File: src/rtl/sram_timer_pkg.sv
// Shared definitions for the sram_timer slave: register offsets, CTRL bits,
// reset constants and the byte-lane merge used by SRAM-style slaves.
package sram_timer_pkg;

  localparam logic [2:0] REG_MTIME    = 3'd0;
  localparam logic [2:0] REG_MTIMECMP = 3'd1;
  localparam logic [2:0] REG_CTRL     = 3'd2;
  localparam logic [2:0] REG_PRESCALE = 3'd3;

  localparam int CTRL_EN         = 0;
  localparam int CTRL_IRQ_MASK_N = 1;

  localparam logic [63:0] MTIMECMP_RST = 64'hFFFF_FFFF_FFFF_FFFF;

  // Byte lane k of the result comes from new_val when wea[k] is set.
  function automatic logic [63:0] byte_merge(input logic [63:0] old_val,
                                             input logic [63:0] new_val,
                                             input logic [7:0]  wea);
    logic [63:0] res;
    res = old_val;
    for (int k = 0; k < 8; k++) begin
      if (wea[k]) res[8*k +: 8] = new_val[8*k +: 8];
    end
    return res;
  endfunction

endpackage

File: src/rtl/timer_prescaler.sv
// Prescaler for sram_timer: pulses tick once every (div+1) enabled clocks.
// Only instantiated when TIMER_PRESCALE_EN is defined.
module timer_prescaler #(
  parameter int PRESCALE_W = 16
) (
  input  logic                  clk,
  input  logic                  rst_n,
  input  logic                  en,
  input  logic                  clr,
  input  logic [PRESCALE_W-1:0] div,
  output logic                  tick
);

  logic [PRESCALE_W-1:0] cnt_q;
  logic [PRESCALE_W-1:0] cnt_d;

  assign tick = en && (cnt_q == div);

  // clr wins over counting but does not suppress a tick due this cycle.
  always_comb begin
    cnt_d = cnt_q;
    if (clr)       cnt_d = '0;
    else if (tick) cnt_d = '0;
    else if (en)   cnt_d = cnt_q + 1'b1;
  end

  always_ff @(posedge clk) begin
    if (!rst_n) cnt_q <= '0;
    else        cnt_q <= cnt_d;
  end

endmodule

File: src/rtl/sram_timer.sv
// Memory-mapped mtime/mtimecmp timer on the 64-bit SRAM-style slave port.
// Optional prescaler is built only when TIMER_PRESCALE_EN is defined.
module sram_timer
  import sram_timer_pkg::*;
#(
  parameter int ADDR_LSB   = 3,
  parameter int CLK_HZ     = 100000000,
  parameter int PRESCALE_W = 16
) (
  input  logic        clk,
  input  logic        rst_n,
  input  logic [63:0] addra,
  input  logic [63:0] dina,
  output logic [63:0] douta,
  input  logic        ena,
  input  logic [7:0]  wea,
  output logic        timer_irq
);

  localparam int unused_clk_hz = CLK_HZ;

  logic [63:0] mtime_q, mtime_d;
  logic [63:0] mtimecmp_q, mtimecmp_d;
  logic [1:0]  ctrl_q, ctrl_d;
  logic [63:0] douta_q, douta_d;
  logic        irq_q, irq_d;

  logic [2:0]  sel;
  logic        wr, rd, tick;
  logic [63:0] mtime_inc;
  logic [63:0] rdata;
  logic        unused_addr;

  assign sel         = addra[ADDR_LSB +: 3];
  assign wr          = ena && (wea != 8'h00);
  assign rd          = ena && (wea == 8'h00);
  assign unused_addr = ^{addra[63:ADDR_LSB+3], addra[ADDR_LSB-1:0]};

`ifdef TIMER_PRESCALE_EN
  logic [PRESCALE_W-1:0] prescale_q, prescale_d;

  timer_prescaler #(
    .PRESCALE_W (PRESCALE_W)
  ) u_prescaler (
    .clk   (clk),
    .rst_n (rst_n),
    .en    (ctrl_q[CTRL_EN]),
    .clr   (wr && ((sel == REG_MTIME) || (sel == REG_PRESCALE))),
    .div   (prescale_q),
    .tick  (tick)
  );

  always_comb begin
    prescale_d = prescale_q;
    if (wr && (sel == REG_PRESCALE)) begin
      for (int b = 0; b < PRESCALE_W; b++) begin
        if (wea[b/8]) prescale_d[b] = dina[b];
      end
    end
  end

  always_ff @(posedge clk) begin
    if (!rst_n) prescale_q <= '0;
    else        prescale_q <= prescale_d;
  end
`else
  localparam int unused_prescale_w = PRESCALE_W;
  assign tick = ctrl_q[CTRL_EN];
`endif

  always_comb begin
    mtime_inc = tick ? (mtime_q + 64'd1) : mtime_q;

    // Unwritten lanes of MTIME still advance when a tick lands on a write.
    mtime_d = mtime_inc;
    if (wr && (sel == REG_MTIME)) mtime_d = byte_merge(mtime_inc, dina, wea);

    mtimecmp_d = mtimecmp_q;
    if (wr && (sel == REG_MTIMECMP)) mtimecmp_d = byte_merge(mtimecmp_q, dina, wea);

    ctrl_d = ctrl_q;
    if (wr && (sel == REG_CTRL) && wea[0]) ctrl_d = dina[1:0];

    rdata = 64'd0;
    case (sel)
      REG_MTIME:    rdata = mtime_q;
      REG_MTIMECMP: rdata = mtimecmp_q;
      REG_CTRL:     rdata = {62'd0, ctrl_q};
`ifdef TIMER_PRESCALE_EN
      REG_PRESCALE: rdata = {{(64-PRESCALE_W){1'b0}}, prescale_q};
`endif
      default:      rdata = 64'd0;
    endcase

    douta_d = rd ? rdata : douta_q;

    // Compare against next-state values so irq tracks the registers with no lag.
    irq_d = ctrl_d[CTRL_EN] & ctrl_d[CTRL_IRQ_MASK_N] & (mtime_d >= mtimecmp_d);
  end

  always_ff @(posedge clk) begin
    if (!rst_n) begin
      mtime_q    <= 64'd0;
      mtimecmp_q <= MTIMECMP_RST;
      ctrl_q     <= 2'b00;
      douta_q    <= 64'd0;
      irq_q      <= 1'b0;
    end else begin
      mtime_q    <= mtime_d;
      mtimecmp_q <= mtimecmp_d;
      ctrl_q     <= ctrl_d;
      douta_q    <= douta_d;
      irq_q      <= irq_d;
    end
  end

  assign douta     = douta_q;
  assign timer_irq = irq_q;

endmodule
File: config.mk
export PLATFORM = sky130hd
export DESIGN_NAME = sram_timer
export DESIGN_NICKNAME = d
export VERILOG_FILES = /design/src/rtl/sram_timer_pkg.sv /design/src/rtl/timer_prescaler.sv /design/src/rtl/sram_timer.sv
export SDC_FILE = /design/constraint.sdc
export NUM_CORES = 1
export LEC_CHECK = 0
export CAP_MARGIN = 5
export CORE_MARGIN = 3
export CORE_UTILIZATION = 37
export DETAILED_ROUTE_END_ITERATION = 7
export GPL_ROUTABILITY_DRIVEN = 0
export PLACE_DENSITY = 0.67
export REMOVE_ABC_BUFFERS = 1
export SLEW_MARGIN = 25
export SYNTH_ARGS = -nofsm -noshare
export SYNTH_HDL_FRONTEND = slang
export SYNTH_SLANG_ARGS = --single-unit
File: constraint.sdc
create_clock -name clk -period 10.4 [get_ports clk]
set_input_delay 2.08 -clock clk [delete_from_list [all_inputs] [get_ports clk]]
set_output_delay 2.08 -clock clk [all_outputs]
set_load 0.005 [all_outputs]
Word level (Yosys, flattened, before mapping)
Cells that the tools add are included.
- equality and inequality tests: 2
- reduce and logical (&&, ||, !) cells: 9
- $lt $le $gt $ge: 1
- divide/modulo/power cells: 0
- add/subtract/negate cells: 1
- multiplexer cells: 21
- multipliers: 0
- shift operators: 0
- bitwise operators: 2
- operator list (operator ; number):
    $mux W64 ; 3
    $pmux W64 S3 ; 1
    $mux W8 ; 16
    $add A64 B1 Y64 const B ; 1
    $ge A64 B64 Y1 ; 1
    $logic_not A8 Y1 ; 1
    $reduce_bool A8 Y1 ; 1
    $logic_and A1 B1 Y1 ; 6
    $eq A3 B1 Y1 const B ; 1
    $eq A3 B2 Y1 const B ; 1
    $logic_not A3 Y1 ; 1
    $and A1 B1 Y1 ; 2
    $mux W2 ; 1
- output and inout bits: 65
- word-level logic and storage cells: 41
- bits in latches: 0
- bits of input ports: 139
- memories kept: 0
- bits in writable memories: 0
- memory bits (read-only): 0
- flip-flop bits (word level): 195

Depth between registers and ports, before layout
Gate-level depths: netlist of the first run.
- depth after elaboration: 7
- mapped depth: 15
- depth with buffers taken out: 14

Least setup slack after synthesis of the first run
Ideal clock, no wire load.
- path kind: input to register
- from: input port addra[5]
- to: register irq_q (netlist: timer_irq)
- slack: 5.538 ns
- library setup time: 0.132 ns
- buffers on the path: 3
- data required time: 10.268 ns
- stages: 14
- arrival: 4.729 ns
- cells stage by stage: nor3_1 > clkbuf_1 > and2_1 > buf_2 > nand2_1 > clkbuf_1 > a21oi_1 > ha_1 > a21o_1 > a221oi_1 > o21ai_0 > a311o_1 > a32oi_1 > a211oi_1
- elaborated cells on any way between the ends: 13
- classes of those cells: order compare (1); eq/ne (2); mux (3); bitwise (2); reduce/logical (5)
- RTL lines (element ; line ; source):
    start: declaration ; sram_timer.sv:12 ; input logic [63:0] addra,
    $logic_not A3 Y1 ; sram_timer.sv:76 ; if (wr && (sel == REG_MTIME)) mtime_d = byte_merge(mtime_inc, dina, wea);
    $logic_and A1 B1 Y1 ; sram_timer.sv:76 ;
    $mux W64 ; sram_timer.sv:76 ;
    net mtime_d[5] ; sram_timer.sv:22 ; logic [63:0] mtime_q, mtime_d;
    $ge A64 B64 Y1 ; sram_timer.sv:98 ; irq_d = ctrl_d[CTRL_EN] & ctrl_d[CTRL_IRQ_MASK_N] & (mtime_d >= mtimecmp_d);
    $and A1 B1 Y1 ; sram_timer.sv:98 ;
    end signal: assignment ; sram_timer.sv:113 ; irq_q <= irq_d;
    end: declaration ; sram_timer.sv:26 ; logic irq_q, irq_d;
The timed path passes the listed nets, and every way through them passes these cells.
A chain may end at the register's enable or synchronous reset.

Final worst setup path of the first run
- from: input port addra[4]
- to: register irq_q (netlist: timer_irq)
Same word-level chain as after synthesis.

==> results.json, run 1 <==
{
  "cp.required_ps": 10750,
  "synth.avg_cell_area_um2": 8.363,
  "rows": 61,
  "ios": 204,
  "cts_setup_buffers": 0,
  "grt_usage": 0.1928,
  "postSynthCellCount": 1265,
  "drtIter0Drc": 569,
  "die_h_um": 175.1,
  "dr.pass1.iters": 4,
  "critical_path.startpoint_type": "primary input",
  "hold_buffers": 0,
  "post-dp-hpwl_mm": 21.17,
  "hold_class": "register to register",
  "ir_drop_v": 0.0001035,
  "worst-endpoint-arrival_ps": 6790,
  "via_count": 9434,
  "crit_type": "primary input to register",
  "synth-edff-count": 0,
  "cts_tree": "done",
  "max_slew_margin": 0.3853,
  "drive_gt1_frac": 0.05814,
  "grt_first_pass_wirelength_mm": 48.25,
  "antenna_cells": 0,
  "p_clk_frac": 0.424,
  "sequentialPowerShare": 0.496,
  "placed_area_um2": 12220,
  "nNetsFinal": 1567,
  "finClkSkew_ps": 14.94,
  "fin_crit_sh": 0.6191,
  "cts.repair.resized": 0,
  "finalCriticalPeriod_ps": 6438,
  "io_buffers": 142,
  "synth-async-reset-ratio": 0,
  "max_freq_ghz": 0.1553,
  "final_max_slew_viol_count": 0,
  "power_leakage_nw": 5.269,
  "p_sw_w": 0.0003989,
  "final_cell_area_um2": 12800,
  "tns_ps": 0,
  "dieArea_um2": 30660,
  "p_int_w": 0.001149,
  "switching_share": 0.2577,
  "ys_seq_area_frac": 0.3690,
  "hold_depth": 2,
  "cts-root-buf": "clkbuf_16",
  "rsz0062_at_grt": "false",
  "grt-ovfl-total": 0,
  "htreeDepth": 4,
  "clock_latency_ps": 440,
  "core_area_um2": 28010,
  "vias_per_cell": 5.379,
  "synthToLayoutAreaGrowth_pct": 20.96,
  "wl_per_cell_um": 16.92,
  "r2r-start": "ctrl_q[0]$_SDFF_PN0_",
  "grt_max_degree": 91,
  "grt_pass1_vias": 9194,
  "path_clk_slew_ps": 70,
  "ys.flop_type": "dfxtp_1",
  "synth-seq-cells": 195,
  "finalHoldViolCount": 0,
  "antenna_left": 0,
  "comb_power_share": 0.080,
  "yosysWarningCount": 0,
  "worst_pin_slew_ps": 922.0,
  "numCtsBuffers": 17,
  "antenna_found_initial": 2,
  "start_util": 0.3777,
  "status": "completed",
  "cp-end-kind": "register",
  "cp_max_fo": 65,
  "netlist_area_um2": 10580,
  "min-delay-start": "douta[41]$_SDFFE_PN0P_",
  "worst_r2r_endpoint": "timer_irq$_SDFF_PN0_",
  "finalSetupViolCount": 0,
  "drc": 0,
  "drv_cap": 0,
  "holdPathEnd": "douta[41]$_SDFFE_PN0P_",
  "clockBufferDepth": 2,
  "routed_wl_mm": 29.69,
  "r2r_cells": 12,
  "power_density_nw_per_um2": 121.0,
  "ys_types": 60,
  "cts.sinks": 195,
  "fp.dieW_um": 175.1,
  "ff2ff_setup_slack_ps": 5840
}
-- worst max-delay path by stage --
stage | startpoint | end | slack, ps | cells past startpoint
after floorplan | addra[5] | timer_irq$_SDFF_PN0_ | 2360 | 11
after global placement | addra[4] | timer_irq$_SDFF_PN0_ | 3660 | 13
after detailed placement | addra[4] | timer_irq$_SDFF_PN0_ | 3590 | 13
after CTS | addra[4] | timer_irq$_SDFF_PN0_ | 4030 | 13
after global routing | addra[4] | timer_irq$_SDFF_PN0_ | 3680 | 13
final | addra[4] | timer_irq$_SDFF_PN0_ | 3960 | 13
-- power by group through the flow --
stage	clock [W]	sequential (W)	combinational, W
after global routing	0.000698	0.000769	0.000137
after floorplan	0	0.000782	0.0000599
after detailed placement	0	0.000785	0.000123
after CTS	0.000672	0.000767	0.000124
final	0.000656	0.000768	0.000124
after global placement	0	0.000784	0.000122
-- critical path: stages --
cell	delay, ps
clkdlybuf4s50_1	520
nor3_2	180
buf_4	680
and2_1	550
nand2_1	470
a31oi_1	290
nand3_1	120
ha_1	310
nand4_1	190
nor4_1	700
and4_1	330
a32oi_1	100
a211oi_1	250
-- cells in the final DEF (no fill, tap or decap), drive strengths merged, types with 14 or more instances in the layout --
cell	synthesis	layout
clkdlybuf4s50	0	141
a21oi	156	156
nor4	17	17
xnor2	26	26
ha	65	65
nand4	38	38
dfxtp	195	195
nand3	27	27
xor2	29	29
a22oi	62	62
mux2i	68	68
and3	15	15
nand2	130	130
nor3	14	14
nor2	209	209
and2	33	33
o21ai	22	22
clkbuf	56	17
a211oi	28	28
-- per-layer routing --
layer / vias up / share of wire / global-route usage / wire [um]
li1: 4744 / - / - / -
met1: 4456 / 0.45 / 0.2500 / 13420
met5: - / 0.00091 / 0 / 27
met3: 26 / 0.054 / 0.03890 / 1597
met4: 4 / 0.012 / 0.04355 / 344
met2: 204 / 0.48 / 0.3314 / 14300
-- cells by family (layout without fill, tap and decap cells) --
kind of cell / count (synthesis) / in the layout / share of synthesized area
multiplexers: 69 / 69 / 0.06540
AO/OA/AOI/OAI: 293 / 293 / 0.1697
adder cells (fa/ha/maj): 65 / 65 / 0.07688
buffers and inverters: 76 / 187 / 0.03134
AND/OR/NAND/NOR: 512 / 512 / 0.2421
XOR/XNOR: 55 / 55 / 0.04553
flip-flops: 195 / 195 / 0.3690
-- sequential cells by signal, indices dropped and copies added, names as in the netlist --
name	count
mtimecmp_q	64
mtime_q	64
timer_irq	1
douta	64
ctrl_q	2
-- area by class of cell --
| type | instances | area [um2] |
|---|---|---|
| inverter | 6 | 22.52 |
| multi-input combinational | 994 | 6354 |
| clock buffer | 17 | 425.4 |
| tap | 378 | 473.0 |
| sequential | 195 | 3904 |
| timing repair buffer | 149 | 1469 |
| clock inverter | 15 | 148.9 |
| fill | 2753 | 15210 |
-- synth_stat cells, types with 12 or more instances --
| master | n | area [um2] |
|---|---|---|
| o21ai_0 | 18 | 90.09 |
| dfxtp_1 | 195 | 3904 |
| a21oi_1 | 156 | 780.8 |
| nor2_1 | 208 | 780.8 |
| nand3_1 | 25 | 125.1 |
| a211oi_1 | 24 | 180.2 |
| xnor2_1 | 26 | 227.7 |
| xor2_1 | 29 | 254.0 |
| ha_1 | 65 | 813.3 |
| a22oi_1 | 62 | 465.5 |
| and2_1 | 33 | 206.5 |
| nand2_1 | 128 | 480.5 |
| mux2i_1 | 68 | 680.7 |
| nand4_1 | 33 | 206.5 |
| and3_1 | 12 | 75.07 |
| clkbuf_1 | 56 | 210.2 |
-- through the flow --
stage | std cells | hold slack (ps) | total power [W] | setup WS, ps | utilization
2_1_floorplan | 1195 | 470.1 | 0.0008415 | 2363 | -
3_3_place_gp | 1722 | 463.5 | 0.0009061 | 3661 | 0.4363
3_5_place_dp | 1722 | 474.1 | 0.0009077 | 3591 | 0.4363
4_1_cts | 1754 | 491.0 | 0.001564 | 4032 | 0.4568
5_1_grt | 1754 | 510.6 | 0.001604 | 3676 | 0.4568
6_report | 1754 | 485.1 | 0.001548 | 3962 | 0.4568
Note: power is estimated with default switching activity, not from simulation.
==> run 2, diff against run 1 <==
==> constraint.sdc (replaced) <==
create_clock -name clk -period 6.1 [get_ports clk]
set_input_delay 1.22 -clock clk [delete_from_list [all_inputs] [get_ports clk]]
set_output_delay 1.22 -clock clk [all_outputs]
set_load 0.005 [all_outputs]
==> results.json, run 2 (synthesis results as in run 1) <==
{
  "critical_path.startpoint_type": "primary input",
  "antenna_cells": 0,
  "hold_buffers": 0,
  "clockBufferDepth": 2,
  "die_h_um": 175.1,
  "max_freq_ghz": 0.2010,
  "fin_crit_sh": 0.8156,
  "cp_slowest_stage_delay_ps": 660,
  "finalSetupViolCount": 0,
  "rows": 61,
  "routed_wl_mm": 29.94,
  "worst_pin_slew_ps": 963.4,
  "final_common_cell": "nor2_1",
  "rsz0062_at_grt": "false",
  "finalCriticalPeriod_ps": 4975,
  "stdcell_count": 1754,
  "r2r_cells": 12,
  "cts.repair.resized": 0,
  "finClkSkew_ps": 14.36,
  "start_util": 0.3777,
  "drtIter0Drc": 577,
  "cts_setup_buffers": 0,
  "power_leakage_nw": 5.277,
  "seq_area_um2": 3904,
  "cts-root-buf": "clkbuf_16",
  "n_fill_cell": 2823,
  "nNetsFinal": 1567,
  "holdWs_ps": 482.9,
  "fp.dieW_um": 175.1,
  "crit_type": "primary input to register",
  "pre_cts_ws_ps": 713.3,
  "synthToLayoutAreaGrowth_pct": 21.06,
  "grt-ovfl-total": 0,
  "finalHoldViolCount": 0,
  "critPathLaunch": "addra[4]",
  "cp_max_fo": 16,
  "numCtsBuffers": 17,
  "antenna_left": 0,
  "dieArea_um2": 30660,
  "vias_per_cell": 5.428,
  "clock_latency_ps": 440,
  "ff2ff_setup_slack_ps": 1550,
  "drv_cap": 0,
  "post-dp-hpwl_mm": 21.41,
  "grt_usage": 0.1932,
  "dp.cells": 1722,
  "cts_tree": "done",
  "power_density_nw_per_um2": 208.1,
  "path_clk_slew_ps": 70,
  "worst-endpoint-arrival_ps": 5330,
  "grt_first_pass_wirelength_mm": 48.32,
  "r2r-start": "ctrl_q[0]$_SDFF_PN0_",
  "core_area_um2": 28010,
  "antenna_found_initial": 2,
  "path_cells": "clkdlybuf4s50_1 -> nor3_2 -> and2_1 -> nand2_1 -> a31oi_1 -> nand3_1 -> ha_1 -> nand4_1 -> nor4_1 -> and4_1 -> a32oi_1 -> a211oi_1",
  "status": "completed",
  "io_buffers": 142,
  "postLayoutSetupSlackWorst_ps": 1125,
  "final_max_slew_viol_count": 0,
  "grt_max_degree": 95,
  "cts.sinks": 195,
  "dr.pass1.iters": 5,
  "ir_drop_v": 0.0001718,
  "endpoint": "timer_irq$_SDFF_PN0_",
  "multiInputGateArea_um2": 6354,
  "final_cell_mix": "208 x nor2_1, 195 x dfxtp_1, 156 x a21oi_1",
  "wl_per_cell_um": 17.07,
  "cp.required_ps": 6450,
  "drive_gt1_frac": 0.05669,
  "ios": 204,
  "drc": 0,
  "via_count": 9520,
  "worst_r2r_endpoint": "timer_irq$_SDFF_PN0_",
  "hold_class": "register to register",
  "grt_pass1_vias": 9287,
  "cp-end-kind": "register",
  "critPathSlowestCell": "nor4_1",
  "htreeDepth": 4,
  "max_slew_margin": 0.3577
}
==> run 2: cell types whose count changed in the layout (fill, tap and decap cells not counted), sizes merged <==
cell and change:
inv -2, bufinv +1, clkinvlp -1, clkinv -2, clkbuf +4
==> run 2: worst max-delay path, delay by kind of cell <==
family / cells / cell delay [ps]
AO/OA/AOI/OAI: 3 / 630
buffers and inverters: 1 / 520
AND/OR/NAND/NOR: 7 / 2620
adder cells (fa/ha/maj): 1 / 310
==> run 2: worst min-delay path by stage <==
stage	from	endpoint	slack [ps]	depth (start not counted)
after floorplan	mtimecmp_q[1]$_SDFF_PN1_	mtimecmp_q[1]$_SDFF_PN1_	470	2
after global placement	douta[57]$_SDFFE_PN0P_	douta[57]$_SDFFE_PN0P_	460	2
after detailed placement	douta[59]$_SDFFE_PN0P_	douta[59]$_SDFFE_PN0P_	470	2
after CTS	douta[59]$_SDFFE_PN0P_	douta[59]$_SDFFE_PN0P_	490	2
after global routing	douta[13]$_SDFFE_PN0P_	douta[13]$_SDFFE_PN0P_	510	2
final	douta[59]$_SDFFE_PN0P_	douta[59]$_SDFFE_PN0P_	480	2
==> run 2: final cells by class <==
| cell class | instances | share of cell area |
|---|---|---|
| multi-input combinational | 994 | 0.4961 |
| sequential | 195 | 0.3048 |
| timing repair buffer | 149 | 0.1147 |
| tap | 378 | 0.03693 |
| clock buffer | 21 | 0.03595 |
| clock inverter | 11 | 0.009769 |
| inverter | 6 | 0.001758 |
==> run 2: through the flow <==
step	util	setup TNS (ps)	power, W	area, um2
floorplan	-	-1077	0.001435	10270
global placement	0.4363	0	0.001546	12220
detailed placement	0.4363	0	0.001549	12220
CTS	0.4572	0	0.002692	12810
global route	0.4572	0	0.002758	12810
finish	0.4572	0	0.002666	12810
==> run 2: power by group <==
group	switching, W	internal [W]	leakage (nW)
combinational	0.000117	0.0000954	3.42
clock	0.000515	0.000630	0.284
sequential	0.0000199	0.00129	1.58
total	0.000651	0.00201	5.28
==> run 2: layer usage <==
layer / routed length, um / track usage / part of all wire / vias up
li1: - / - / - / 4732
met4: 735 / 0.07081 / 0.025 / 4
met1: 13610 / 0.2496 / 0.45 / 4501
met2: 14140 / 0.3250 / 0.47 / 243
met3: 1433 / 0.03216 / 0.048 / 40
met5: 24 / 0 / 0.00080 / -
==> run 3, diff against run 2 <==
--- a/config.mk
+++ b/config.mk
@@ -10,7 +10,7 @@
 export CORE_UTILIZATION = 37
 export DETAILED_ROUTE_END_ITERATION = 7
 export GPL_ROUTABILITY_DRIVEN = 0
-export PLACE_DENSITY = 0.67
+export PLACE_DENSITY = 0.7
 export REMOVE_ABC_BUFFERS = 1
 export SLEW_MARGIN = 25
 export SYNTH_ARGS = -nofsm -noshare
==> constraint.sdc (replaced) <==
create_clock -name clk -period 4.49 [get_ports clk]
set_input_delay 0.898 -clock clk [delete_from_list [all_inputs] [get_ports clk]]
set_output_delay 0.898 -clock clk [all_outputs]
set_load 0.005 [all_outputs]
==> results.json, run 3 (synthesis results as in run 1) <==
{
  "max_freq_ghz": 0.2442,
  "grt_pass1_vias": 9255,
  "drtIter0Drc": 726,
  "r2r_cells": 14,
  "holdWs_ps": 482.5,
  "cp.required_ps": 4830,
  "power_leakage_nw": 5.406,
  "cts_setup_buffers": 0,
  "min-delay-start": "douta[57]$_SDFFE_PN0P_",
  "cts_tree": "done",
  "grt-ovfl-total": 0,
  "final_common_cell": "nor2_1",
  "critical_path.startpoint_type": "primary input",
  "worst_pin_slew_ps": 995.7,
  "pre_cts_ws_ps": -25.92,
  "hold_depth": 2,
  "routed_wl_mm": 30.09,
  "crit_type": "primary input to register",
  "vias_per_cell": 5.407,
  "grt_first_pass_wirelength_mm": 48.29,
  "antenna_left": 0,
  "finalSetupViolCount": 0,
  "rows": 61,
  "max_slew_margin": 0.3362,
  "clockBufferDepth": 2,
  "synthToLayoutAreaGrowth_pct": 23.02,
  "via_count": 9630,
  "io_buffers": 142,
  "tns_ps": 0,
  "fp.dieW_um": 175.1,
  "nNetsFinal": 1594,
  "postLayoutSetupSlackWorst_ps": 395.5,
  "start_util": 0.3777,
  "final_cell_area_um2": 13010,
  "drc": 0,
  "core_area_um2": 28010,
  "dieArea_um2": 30660,
  "cts.repair.resized": 0,
  "final_cell_mix": "208 x nor2_1, 195 x dfxtp_1, 156 x a21oi_1",
  "hold_buffers": 0,
  "cp-end-kind": "register",
  "drive_gt1_frac": 0.07270,
  "final_max_slew_viol_count": 0,
  "cts.sinks": 195,
  "dr.pass1.iters": 5,
  "placed_area_um2": 12440,
  "drv_cap": 0,
  "antenna_found_initial": 0,
  "htreeDepth": 4,
  "worst-endpoint-arrival_ps": 4440,
  "rsz0062_at_grt": "false",
  "holdPathEnd": "douta[57]$_SDFFE_PN0P_",
  "die_h_um": 175.1,
  "power_density_nw_per_um2": 277.7,
  "finClkSkew_ps": 15.26,
  "numCtsBuffers": 17,
  "clock_latency_ps": 440,
  "cts-root-buf": "clkbuf_16",
  "ff2ff_setup_slack_ps": 440,
  "fin_crit_sh": 0.9119,
  "grt_max_degree": 101,
  "status": "completed",
  "ios": 204,
  "finalHoldViolCount": 0,
  "wl_per_cell_um": 16.90,
  "r2r-start": "mtime_q[1]$_SDFF_PN0_",
  "post-dp-hpwl_mm": 22.01,
  "worst_r2r_endpoint": "timer_irq$_SDFF_PN0_",
  "cp_max_fo": 16,
  "finalCriticalPeriod_ps": 4094,
  "ir_drop_v": 0.0002471,
  "path_clk_slew_ps": 70,
  "grt_usage": 0.1939,
  "hold_class": "register to register",
  "antenna_cells": 0
}
[run 3: cell types whose count changed in the layout (fill, tap and decap cells not counted), sizes merged]
cell,before,now
buf,8,35
clkbuf,21,23
clkinv,4,2
clkinvlp,2,1
inv,9,10
[run 3: where the power goes]
part,switching [W],leakage [nW],internal (W)
clock,0.000693,0.279,0.000847
combinational,0.000160,3.55,0.000134
sequential,0.0000278,1.58,0.00175
[run 3: area by class of cell]
cell class / count / area, um2
clock buffers: 23 / 457.9
clock inverters: 9 / 118.9
fillers: 2736 / 15000
inverters: 6 / 22.52
multi-input cells: 994 / 6354
flip-flops and latches: 195 / 3904
well taps: 378 / 473.0
repair buffers: 176 / 1684
[run 3: per-stage QoR]
step                std cells  total power, W    util
floorplan                1195        0.001949       -
global placement         1749        0.002103  0.4440
detailed placement       1749        0.002109  0.4440
CTS                      1781        0.003639  0.4646
global route             1781        0.003740  0.4646
finish                   1781        0.003614  0.4646
[run 3: how the worst max path moves through the flow]
stage / end / cells past startpoint / startpoint / slack, ps
after detailed placement: timer_irq$_SDFF_PN0_ / 14 / addra[5] / -30
final: timer_irq$_SDFF_PN0_ / 14 / addra[5] / 400
after global placement: timer_irq$_SDFF_PN0_ / 14 / addra[5] / 50
after floorplan: timer_irq$_SDFF_PN0_ / 11 / addra[5] / -2360
after CTS: timer_irq$_SDFF_PN0_ / 14 / addra[5] / 410
after global routing: timer_irq$_SDFF_PN0_ / 13 / mtime_q[2]$_SDFF_PN0_ / 190
[run 3: layer usage]
layer | vias up | track usage | part of all wire
li1 | 4810 | - | -
met1 | 4533 | 0.2504 | 0.45
met2 | 242 | 0.3294 | 0.48
met3 | 45 | 0.03607 | 0.049
met4 | 0 | 0.05918 | 0.022
met5 | - | 0 | 0
[run 3: worst max-delay path: stages]
cell and delay (ps):
clkdlybuf4s50_1 480, nor3_2 310, and2_1 340, buf_4 200, nand2_2 190, a31oi_1 290
nand2_1 90, ha_1 310, nand4_1 160, nor4_1 440, buf_4 180, and4_1 210
a32oi_1 100, a211oi_1 240
